[config.mk]
export PLATFORM = sky130hd
export DESIGN_NAME = conv3x3_frame_ctrl
export DESIGN_NICKNAME = d
export VERILOG_FILES = /design/src/rtl/conv_pkg.sv /design/src/rtl/conv3x3_window_buf.sv /design/src/rtl/conv3x3_frame_ctrl.sv
export SDC_FILE = /design/constraint.sdc
export NUM_CORES = 1
export LEC_CHECK = 0
export CORE_AREA = 2 2 302 155
export CTS_CLUSTER_DIAMETER = 120
export CTS_CLUSTER_SIZE = 14
export DETAILED_ROUTE_END_ITERATION = 8
export DIE_AREA = 0 0 304 157
export PLACE_DENSITY_LB_ADDON = 0.12
export SLEW_MARGIN = 20
export SYNTH_ARGS = -nofsm -noshare
export SYNTH_HDL_FRONTEND = slang
export SYNTH_SLANG_ARGS = --single-unit
[constraint.sdc]
create_clock -name clk -period 6.1 [get_ports clk]
set_input_delay 0.915 -clock clk [delete_from_list [all_inputs] [get_ports clk]]
set_output_delay 0.915 -clock clk [all_outputs]
set_load 0.01 [all_outputs]
[src/rtl/conv_pkg.sv]
// Shared types and helpers for the 3x3 convolution frame controller.
//   state_e   : frame sequencer states
//   idx(r,c)  : element index inside a packed 3x3 patch/kernel (r*3+c)
package conv_pkg;

  localparam int unsigned PIX_W_DEF = 8;
  localparam int unsigned OUT_W_DEF = 10;

  typedef enum logic [1:0] {
    IDLE   = 2'd0,
    STREAM = 2'd1,
    DRAIN  = 2'd2,
    DONE   = 2'd3
  } state_e;

  function automatic int unsigned idx(input int unsigned r, input int unsigned c);
    return r * 3 + c;
  endfunction

endpackage

[src/rtl/conv3x3_window_buf.sv]
// Two line buffers plus a 3x3 sliding window over a raster pixel stream.
// Ports:
//   clk, rst_n    : clock, async active-low reset
//   clear         : restart position counters for a new frame
//   shift_en      : one pixel accepted this cycle
//   pix_data      : accepted pixel
//   patch         : current window, element (r,c) at idx(r,c)*PIX_W, r=0 oldest row
//   window_valid  : window holds a complete in-row 3x3 patch (cycle after the shift)
//   last_pix_c    : current position is the last pixel of the frame
module conv3x3_window_buf
  import conv_pkg::*;
#(
  parameter int unsigned IMG_W = 16,
  parameter int unsigned IMG_H = 16,
  parameter int unsigned PIX_W = PIX_W_DEF
) (
  input  logic                 clk,
  input  logic                 rst_n,
  input  logic                 clear,
  input  logic                 shift_en,
  input  logic [PIX_W-1:0]     pix_data,
  output logic [9*PIX_W-1:0]   patch,
  output logic                 window_valid,
  output logic                 last_pix_c
);

  localparam int unsigned COL_W = $clog2(IMG_W);
  localparam int unsigned ROW_W = $clog2(IMG_H);

  logic [COL_W-1:0] col_q;
  logic [ROW_W-1:0] row_q;
  logic             col_last_c;
  logic             row_last_c;

  logic [PIX_W-1:0] lb0_q [IMG_W];
  logic [PIX_W-1:0] lb1_q [IMG_W];
  logic [PIX_W-1:0] win_q [3][3];

  assign col_last_c = (col_q == COL_W'(IMG_W - 1));
  assign row_last_c = (row_q == ROW_W'(IMG_H - 1));
  assign last_pix_c = col_last_c && row_last_c;

  // Raster position of the next pixel to arrive
  always_ff @(posedge clk or negedge rst_n) begin
    if (!rst_n) begin
      col_q <= '0;
      row_q <= '0;
    end else if (clear) begin
      col_q <= '0;
      row_q <= '0;
    end else if (shift_en) begin
      if (col_last_c) begin
        col_q <= '0;
        row_q <= row_last_c ? '0 : row_q + ROW_W'(1);
      end else begin
        col_q <= col_q + COL_W'(1);
      end
    end
  end

  // Patch ready only once three rows and three columns of the current row are in
  always_ff @(posedge clk or negedge rst_n) begin
    if (!rst_n) begin
      window_valid <= 1'b0;
    end else begin
      window_valid <= shift_en && (row_q >= ROW_W'(2)) && (col_q >= COL_W'(2));
    end
  end

  // Line buffers and window shift; new right column is {lb1, lb0, pixel} top to bottom
  always_ff @(posedge clk or negedge rst_n) begin
    if (!rst_n) begin
      for (int unsigned i = 0; i < IMG_W; i++) begin
        lb0_q[i] <= '0;
        lb1_q[i] <= '0;
      end
      for (int unsigned r = 0; r < 3; r++) begin
        for (int unsigned c = 0; c < 3; c++) begin
          win_q[r][c] <= '0;
        end
      end
    end else if (shift_en) begin
      lb1_q[col_q] <= lb0_q[col_q];
      lb0_q[col_q] <= pix_data;
      for (int unsigned r = 0; r < 3; r++) begin
        win_q[r][0] <= win_q[r][1];
        win_q[r][1] <= win_q[r][2];
      end
      win_q[0][2] <= lb1_q[col_q];
      win_q[1][2] <= lb0_q[col_q];
      win_q[2][2] <= pix_data;
    end
  end

  // Pack window into the conv-unit patch layout
  always_comb begin
    patch = '0;
    for (int unsigned r = 0; r < 3; r++) begin
      for (int unsigned c = 0; c < 3; c++) begin
        patch[idx(r, c)*PIX_W +: PIX_W] = win_q[r][c];
      end
    end
  end

endmodule

[src/rtl/conv3x3_frame_ctrl.sv]
// Frame sequencer for the 3x3 convolution datapath (valid conv, stride 1).
// Ports:
//   clk, rst_n          : clock, async active-low reset
//   start               : begin a frame (IDLE only)
//   kernel_in, bias_in  : coefficients, latched on start
//   pix_valid/pix_data/pix_ready : raster input stream
//   patch_out/kernel_out/bias_out/patch_valid : to Convolution3x3
//   conv_result         : Convolution3x3 output, valid CONV_LAT cycles after patch_valid
//   res_valid/res_data  : results in raster order (no backpressure)
//   busy, done          : not IDLE / one-cycle end-of-frame pulse
module conv3x3_frame_ctrl
  import conv_pkg::*;
#(
  parameter int unsigned IMG_W    = 16,
  parameter int unsigned IMG_H    = 16,
  parameter int unsigned PIX_W    = PIX_W_DEF,
  parameter int unsigned OUT_W    = OUT_W_DEF,
  parameter int unsigned CONV_LAT = 1
) (
  input  logic                 clk,
  input  logic                 rst_n,
  input  logic                 start,
  input  logic [9*PIX_W-1:0]   kernel_in,
  input  logic [PIX_W-1:0]     bias_in,
  input  logic                 pix_valid,
  input  logic [PIX_W-1:0]     pix_data,
  output logic                 pix_ready,
  output logic [9*PIX_W-1:0]   patch_out,
  output logic [9*PIX_W-1:0]   kernel_out,
  output logic [PIX_W-1:0]     bias_out,
  output logic                 patch_valid,
  input  logic [OUT_W-1:0]     conv_result,
  output logic                 res_valid,
  output logic [OUT_W-1:0]     res_data,
  output logic                 busy,
  output logic                 done
);

  localparam int unsigned N_RES = (IMG_W - 2) * (IMG_H - 2);
  localparam int unsigned RC_W  = $clog2(N_RES + 1);

  state_e              state_q;
  state_e              state_d;
  logic                start_c;
  logic                xfer_c;
  logic                last_pix_c;
  logic                res_last_c;
  logic [CONV_LAT-1:0] vld_sr_q;
  logic [RC_W-1:0]     rc_q;

  assign start_c    = start && (state_q == IDLE);
  assign xfer_c     = pix_valid && pix_ready;
  assign res_valid  = vld_sr_q[CONV_LAT-1];
  assign res_data   = res_valid ? conv_result : '0;
  assign res_last_c = res_valid && (rc_q == RC_W'(N_RES - 1));

  conv3x3_window_buf #(
    .IMG_W (IMG_W),
    .IMG_H (IMG_H),
    .PIX_W (PIX_W)
  ) u_window_buf (
    .clk          (clk),
    .rst_n        (rst_n),
    .clear        (start_c),
    .shift_en     (xfer_c),
    .pix_data     (pix_data),
    .patch        (patch_out),
    .window_valid (patch_valid),
    .last_pix_c   (last_pix_c)
  );

  // State register
  always_ff @(posedge clk or negedge rst_n) begin
    if (!rst_n) begin
      state_q <= IDLE;
    end else begin
      state_q <= state_d;
    end
  end

  // Next-state logic; the final result may land in STREAM only with the last pixel
  always_comb begin
    state_d = state_q;
    unique case (state_q)
      IDLE:   if (start_c) state_d = STREAM;
      STREAM: if (xfer_c && last_pix_c) state_d = res_last_c ? DONE : DRAIN;
      DRAIN:  if (res_last_c) state_d = DONE;
      DONE:   state_d = IDLE;
      default: state_d = IDLE;
    endcase
  end

  // Status outputs registered from the next state so they align with state_q
  always_ff @(posedge clk or negedge rst_n) begin
    if (!rst_n) begin
      pix_ready <= 1'b0;
      busy      <= 1'b0;
      done      <= 1'b0;
    end else begin
      pix_ready <= (state_d == STREAM);
      busy      <= (state_d != IDLE);
      done      <= (state_d == DONE);
    end
  end

  // Coefficients held for the whole frame
  always_ff @(posedge clk or negedge rst_n) begin
    if (!rst_n) begin
      kernel_out <= '0;
      bias_out   <= '0;
    end else if (start_c) begin
      kernel_out <= kernel_in;
      bias_out   <= bias_in;
    end
  end

  // Conv-unit latency tracker
  always_ff @(posedge clk or negedge rst_n) begin
    if (!rst_n) begin
      vld_sr_q <= '0;
    end else begin
      vld_sr_q[0] <= patch_valid;
      for (int unsigned i = 1; i < CONV_LAT; i++) begin
        vld_sr_q[i] <= vld_sr_q[i-1];
      end
    end
  end

  // Result counter
  always_ff @(posedge clk or negedge rst_n) begin
    if (!rst_n) begin
      rc_q <= '0;
    end else if (start_c) begin
      rc_q <= '0;
    end else if (res_valid) begin
      rc_q <= rc_q + RC_W'(1);
    end
  end

endmodule

After elaboration in Yosys (flattened, before gate mapping) --
Cells that the tools add are included.
Storage, ports and cells: register bits 431, logic and storage cells 107, output and inout bits 167, input port bits 102
Cells by class: multiplexer cells 25, reduce and logical (&&, ||, !) cells 14, magnitude comparators 4, bitwise gates (word level) 1, add/sub/neg operators 3, eq/ne operators 8
Operators by type and width (count):
- bitwise mux 128 bit | 2
- binary-select mux 8 bit (select 4 bit) | 2
- 2-to-1 mux 8 bit | 7
- demux 8 bit (select 4 bit) | 1
- 2-to-1 mux 4 bit | 7
- 2-to-1 mux 10 bit | 1
- adder 4 x 1 -> 4 bit (second input constant) | 2
- adder 8 x 1 -> 8 bit (second input constant) | 1
- equality test 4 bit (second input constant) | 2
- equality test 8 bit (second input constant) | 1
- >= comparator 4 x 2 -> 1 bit (second input constant) | 2
- logical AND 1 bit | 8
- case mux 2 bit (4 select lines) | 1
- nonzero test 2 bit | 4
- equality test 2 bit (second input constant) | 3
- 2-to-1 mux 2 bit | 3
- >= comparator 5 bit (second input constant) | 1
- less-than comparator 5 x 1 -> 1 bit (second input constant) | 1
- inverter 4 -> 5 bit | 1
- equality test 2 x 1 -> 1 bit (second input constant) | 2
- logical NOT 2 bit | 1
- AND reduction 2 bit | 1
- 2-to-1 mux 1 bit | 1

Logic depth before layout (Yosys ltp) --
depth after elaboration 6, gate-level depth with buffers 9, gate-level depth less buffers 5

Modules after synthesis --
Synthesis repeated with hierarchy kept, for this count alone.
Second synthesis, totals: cells, all modules 1521, area, all modules 18650.4 µm²
Modules (own cells, without submodules):
- conv3x3_window_buf | cells an instance 1113, times used 1, area each 14978.1 µm², seq. area each 8433.1 µm²
- conv3x3_frame_ctrl | cells an instance 408, times used 1, area each 3672.3 µm², seq. area each 2352.3 µm²

Least setup slack after synthesis --
OpenSTA, ideal clock, no wires.
path type reg2reg, start reg u_window_buf.col_q[1], end reg u_window_buf.lb0_q[27] (netlist name), data required time 5.975 ns, setup time 0.125 ns, path buffers 4, data arrival time 2.246 ns, setup slack 3.729 ns, stages on the path, launching flop included 9, clock period less this slack 2.371 ns, cell sequence dfrtp_1 -> buf_4 -> buf_2 -> buf_1 -> inv_1 -> ha_1 -> nand3_1 -> clkbuf_1 -> mux2_2
Between the ends: longest elaborated chain between the ends 6, elaborated cells between the ends (all ways) 7, classes of those cells 2 x order compare; 3 x mux; 1 x bitwise; 1 x reduce/logical
Ends and longest elaborated chain:
- start, declared | RTL line conv3x3_window_buf.sv:30 | logic [COL_W-1:0] col_q;
- start signal, assigned | RTL line conv3x3_window_buf.sv:56 | col_q <= col_q + COL_W'(1);
- inverter 4 -> 5 bit (not written as such) * | RTL line conv3x3_window_buf.sv:84 | lb0_q[col_q] <= pix_data;
- >= comparator 5 bit (not written as such) / less-than comparator 5 x 1 -> 1 bit (equally long branches) | RTL line conv3x3_window_buf.sv:84
- logical AND 1 bit (not written as such) | RTL line conv3x3_window_buf.sv:84
- 2-to-1 mux 8 bit (not written as such) | RTL line conv3x3_window_buf.sv:84
- demux 8 bit (select 4 bit) * | RTL line conv3x3_window_buf.sv:84
- bitwise mux 128 bit * | RTL line conv3x3_window_buf.sv:84
- end signal, assigned by index | RTL line conv3x3_window_buf.sv:84
- end, declared | RTL line conv3x3_window_buf.sv:35 | logic [PIX_W-1:0] lb0_q [IMG_W];
Mark *: on every way between the ends. The rest lies on a longest branch, timed or not. A chain may end at the register's enable or synchronous reset.

Worst setup path in the final report --
start in pix_valid, end reg u_window_buf.lb0_q[23] (netlist name)
Between the ends: longest elaborated chain between the ends 1
Ends and longest elaborated chain:
- start, declared | RTL line conv3x3_frame_ctrl.sv:25 | input logic pix_valid,
- logical AND 1 bit | RTL line conv3x3_frame_ctrl.sv:52 | assign xfer_c = pix_valid && pix_ready;
No other way between the ends.

==> out/metrics.json <==
{
  "die_h_um": 157,
  "i_o_pin_total": 269,
  "critical_path_arrival_ns": 3.52,
  "timing.critical_path.max_delay_family": "simple AND/OR/NAND/NOR gates",
  "worstPathCellList": "clkdlybuf4s50_1 > and2_4 > buf_16 > nand3_1 > mux2_2",
  "timing.final.crit_share_pct": 51.24,
  "synthCells": 1395,
  "finalNonFillerCells": 2225,
  "layout_setup_ws_ns": 2.974,
  "drtPass1Iterations": 5,
  "dpl.hpwl_um": 30160,
  "globalRouteTotalUtil_pct": 19.36,
  "cts.htree.levels": 2,
  "syn-cell-area_mm2": 0.01831,
  "cts_post_setup_buffers_inserted": 0,
  "dp_cells": 2185,
  "postSynth.topFlopCell": "dfrtp_1",
  "clk_pin_slew_worst_paths_ns": 0.06,
  "clk_root_buffer_cell": "clkbuf_16",
  "setup-violations-final": 0,
  "required_ns": 6.50,
  "clockBufferDepth": 3,
  "post-synth-top-count-cell": "dfrtp_1",
  "cell_types_occupying_the_most_area_after_synthesis": "dfrtp_1 (59%), mux2_2 (18%), nand2_1 (4.8%), mux4_2 (4.8%), mux2i_1 (3.2%)",
  "bufs_and_invs_on_worst_path": 2,
  "design_area_mm2": 0.02245,
  "grt-ovfl-total": 0,
  "timing_worst_setup_path_type": "input pin to flop",
  "cp-end-kind": "flop",
  "p_leak_nw": 9.895,
  "detail_route.iter0.violations": 828,
  "num-fill-cells": 3873,
  "numClockSinks": 431,
  "drcViolationCount": 0,
  "antenna_found_initial": 1,
  "worstMarginPinSlew_ns": 1.110,
  "rsz0062_at_grt": "no",
  "crit_path_launch_type": "input pin",
  "synth_area_per_cell_um2": 13.12,
  "route.antenna.remaining_nets": 0,
  "clock_skew_ns": 0.01919,
  "result_of_the_run": "completed",
  "maxCapViolCount": 0,
  "die_x_um": 304,
  "yosysSeqAreaShare_pct": 58.91,
  "synth.net_count": 1504,
  "area_delta_synth_final_pct": 22.65,
  "finalPower_mw": 10.64,
  "floorplan.die_area_mm2": 0.04773,
  "clk_latency_ns": 0.53,
  "synth_enable_flop_cells": 0,
  "numPortBuffers": 268,
  "totalNegativeSetupSlack_ns": 0,
  "first_pass_grt_wire_length_um": 71790,
  "synth.ff_latch_count": 431,
  "async_flop_share_pct": 100.0,
  "fp-row-count": 55,
  "yosysTopAreaCellShare_pct": 58.91,
  "post_dp_cell_area_mm2": 0.02149,
  "num_antenna_cells": 0,
  "max_stage_delay_ns": 0.74,
  "pwr_density_cell_mw_per_mm2": 474.0,
  "core_area_mm2": 0.04480,
  "pre_cts_ws_ns": 1.993,
  "period_minus_slack_ns": 3.126,
  "start_util_pct": 40.87,
  "irDropWorstVdd_uv": 199.0,
  "synth-warning-count": 0,
  "crit_path_max_fanout": 73,
  "drt-wirelength-per-cell_um": 20.61,
  "hold_buffers": 0,
  "timing.critical_path.slowest_stage_cell": "nand3_1",
  "grt_start_max_net_pins": 109,
  "via_count_of_the_first_global_routing_pass": 12181,
  "synth.top_cells.by_count": "dfrtp_1 (431), mux2_2 (296), nand2_1 (236), mux2i_1 (59), o21ai_0 (58)",
  "worst_slew_margin_rel_pct": 25.77,
  "post_cts.resized_instances": 0,
  "nNetsFinal": 1735,
  "routed_wl_um": 45860,
  "via_count": 11749,
  "tritoncts_clock_tree": "yes",
  "min_delay_worst_type": "input pin to asynchronous set/reset pin",
  "globalplace.congestion": 0.8033,
  "final_max_slew_violation_count": 0,
  "synth.largest_area_cell": "dfrtp_1",
  "fmax_mhz": 319.9,
  "final_layout_size_suffix_gt1_share_pct": 24.95,
  "synthDistinctLibCells": 42,
  "avgViaCountPerCell": 5.280,
  "cts_buffers": 36,
  "report.final.hold_viol_count": 0
}
[flip-flops by register name (all words and copies together) (netlist names), 4 cells and up]
signal / flops
rc_q: 8
u_window_buf.col_q: 4
u_window_buf.row_q: 4
kernel_out: 72
bias_out: 8
u_window_buf.patch: 72
u_window_buf.lb1_q: 128
u_window_buf.lb0_q: 128
[power breakdown]
part	switching (mW)	internal (mW)
logic	1.82	2.08
registers	0.723	3.94
clock network	0.997	1.08
[layout by cell type, fill, tap and decap left out, types with 3 or more instances in the layout]
cell             netlist  layout
buf_4                  4      14
mux4_2                39      39
nand3_1               15      15
o21ai_0               58      58
nand2_1              236     235
a221oi_1               8       8
a22oi_1                8       8
nand3b_1               4       4
xnor2_1                3       3
nor2_1                34      32
dfrtp_1              431     429
nor3_1                 8       8
o22ai_1               14      14
and3_1                 3       3
clkbuf_16              0      37
and2_1                12      11
a31oi_1                8       8
xor2_1                 7       7
mux2i_1               59      59
inv_1                 12      12
mux2_2               296     296
clkdlybuf4s50_1        0     267
nand4_1                6       6
a21oi_1               14      14
a211oi_1               3       3
ha_1                   7       7
nor2_2                 2       4
[logic make-up (layout without fill, tap and decap cells)]
| logic type | Yosys count | after routing | synth area share [%] |
|---|---|---|---|
| xor+xnor | 10 | 10 | 0.4784 |
| simple gates | 333 | 333 | 7.675 |
| flops | 431 | 431 | 58.91 |
| fa+ha+maj | 7 | 7 | 0.4784 |
| compound gates | 115 | 115 | 3.677 |
| buf+inv | 105 | 337 | 2.549 |
| mux | 394 | 394 | 26.23 |
[worst register-to-register path, delay by kind of cell (launching register included)]
kind          cells  cell delay [ns]
fa+ha+maj         1             0.39
simple gates      2             0.90
flops             1             0.40
buf+inv           2             0.80
mux               1             0.42
[stage by stage]
| step | util [%] | hold WS (ns) |
|---|---|---|
| after floorplan | - | 0.4160 |
| after global placement | 47.97 | 0.3845 |
| after detailed placement | 47.97 | 0.3888 |
| after CTS | 50.06 | 0.4068 |
| after global routing | 50.12 | 0.4144 |
| final | 50.12 | 0.3819 |
[metal layers]
metal	vias up	global-route usage, %	wire [um]
li1	5315	-	-
met2	277	31.25	21530
met1	6093	26.60	20840
met5	-	0	0
met3	64	4.255	2406
met4	0	5.236	1087
[path summary, 6_finish.rpt]
check | slack, ns | end | cells after the start | from
setup / recovery | 2.97 | u_window_buf.lb0_q[23] | 5 | pix_valid
max in group asynchronous | 4.28 | kernel_out[2] | 2 | rst_n
setup reg to reg | 3.05 | u_window_buf.lb1_q[42] | 6 | u_window_buf.col_q[0]
hold reg to reg | 0.39 | res_valid | 0 | u_window_buf.window_valid
min in group clk | 0.39 | res_valid | 0 | u_window_buf.window_valid
hold / removal | 0.38 | kernel_out[36] | 1 | rst_n
[cell type report]
cell class | instances | area, um2 | share of cell area (%)
Clock inverter | 1 | 5.005 | 0.02229
Multi-Input combinational cell | 859 | 7072 | 31.49
Timing Repair Buffer | 285 | 2860 | 12.74
Tap cell | 598 | 748.2 | 3.332
Clock buffer | 38 | 929.6 | 4.140
Sequential cell | 431 | 10790 | 48.06
Inverter | 13 | 48.80 | 0.2173
(Power assumes the default switching activity.)
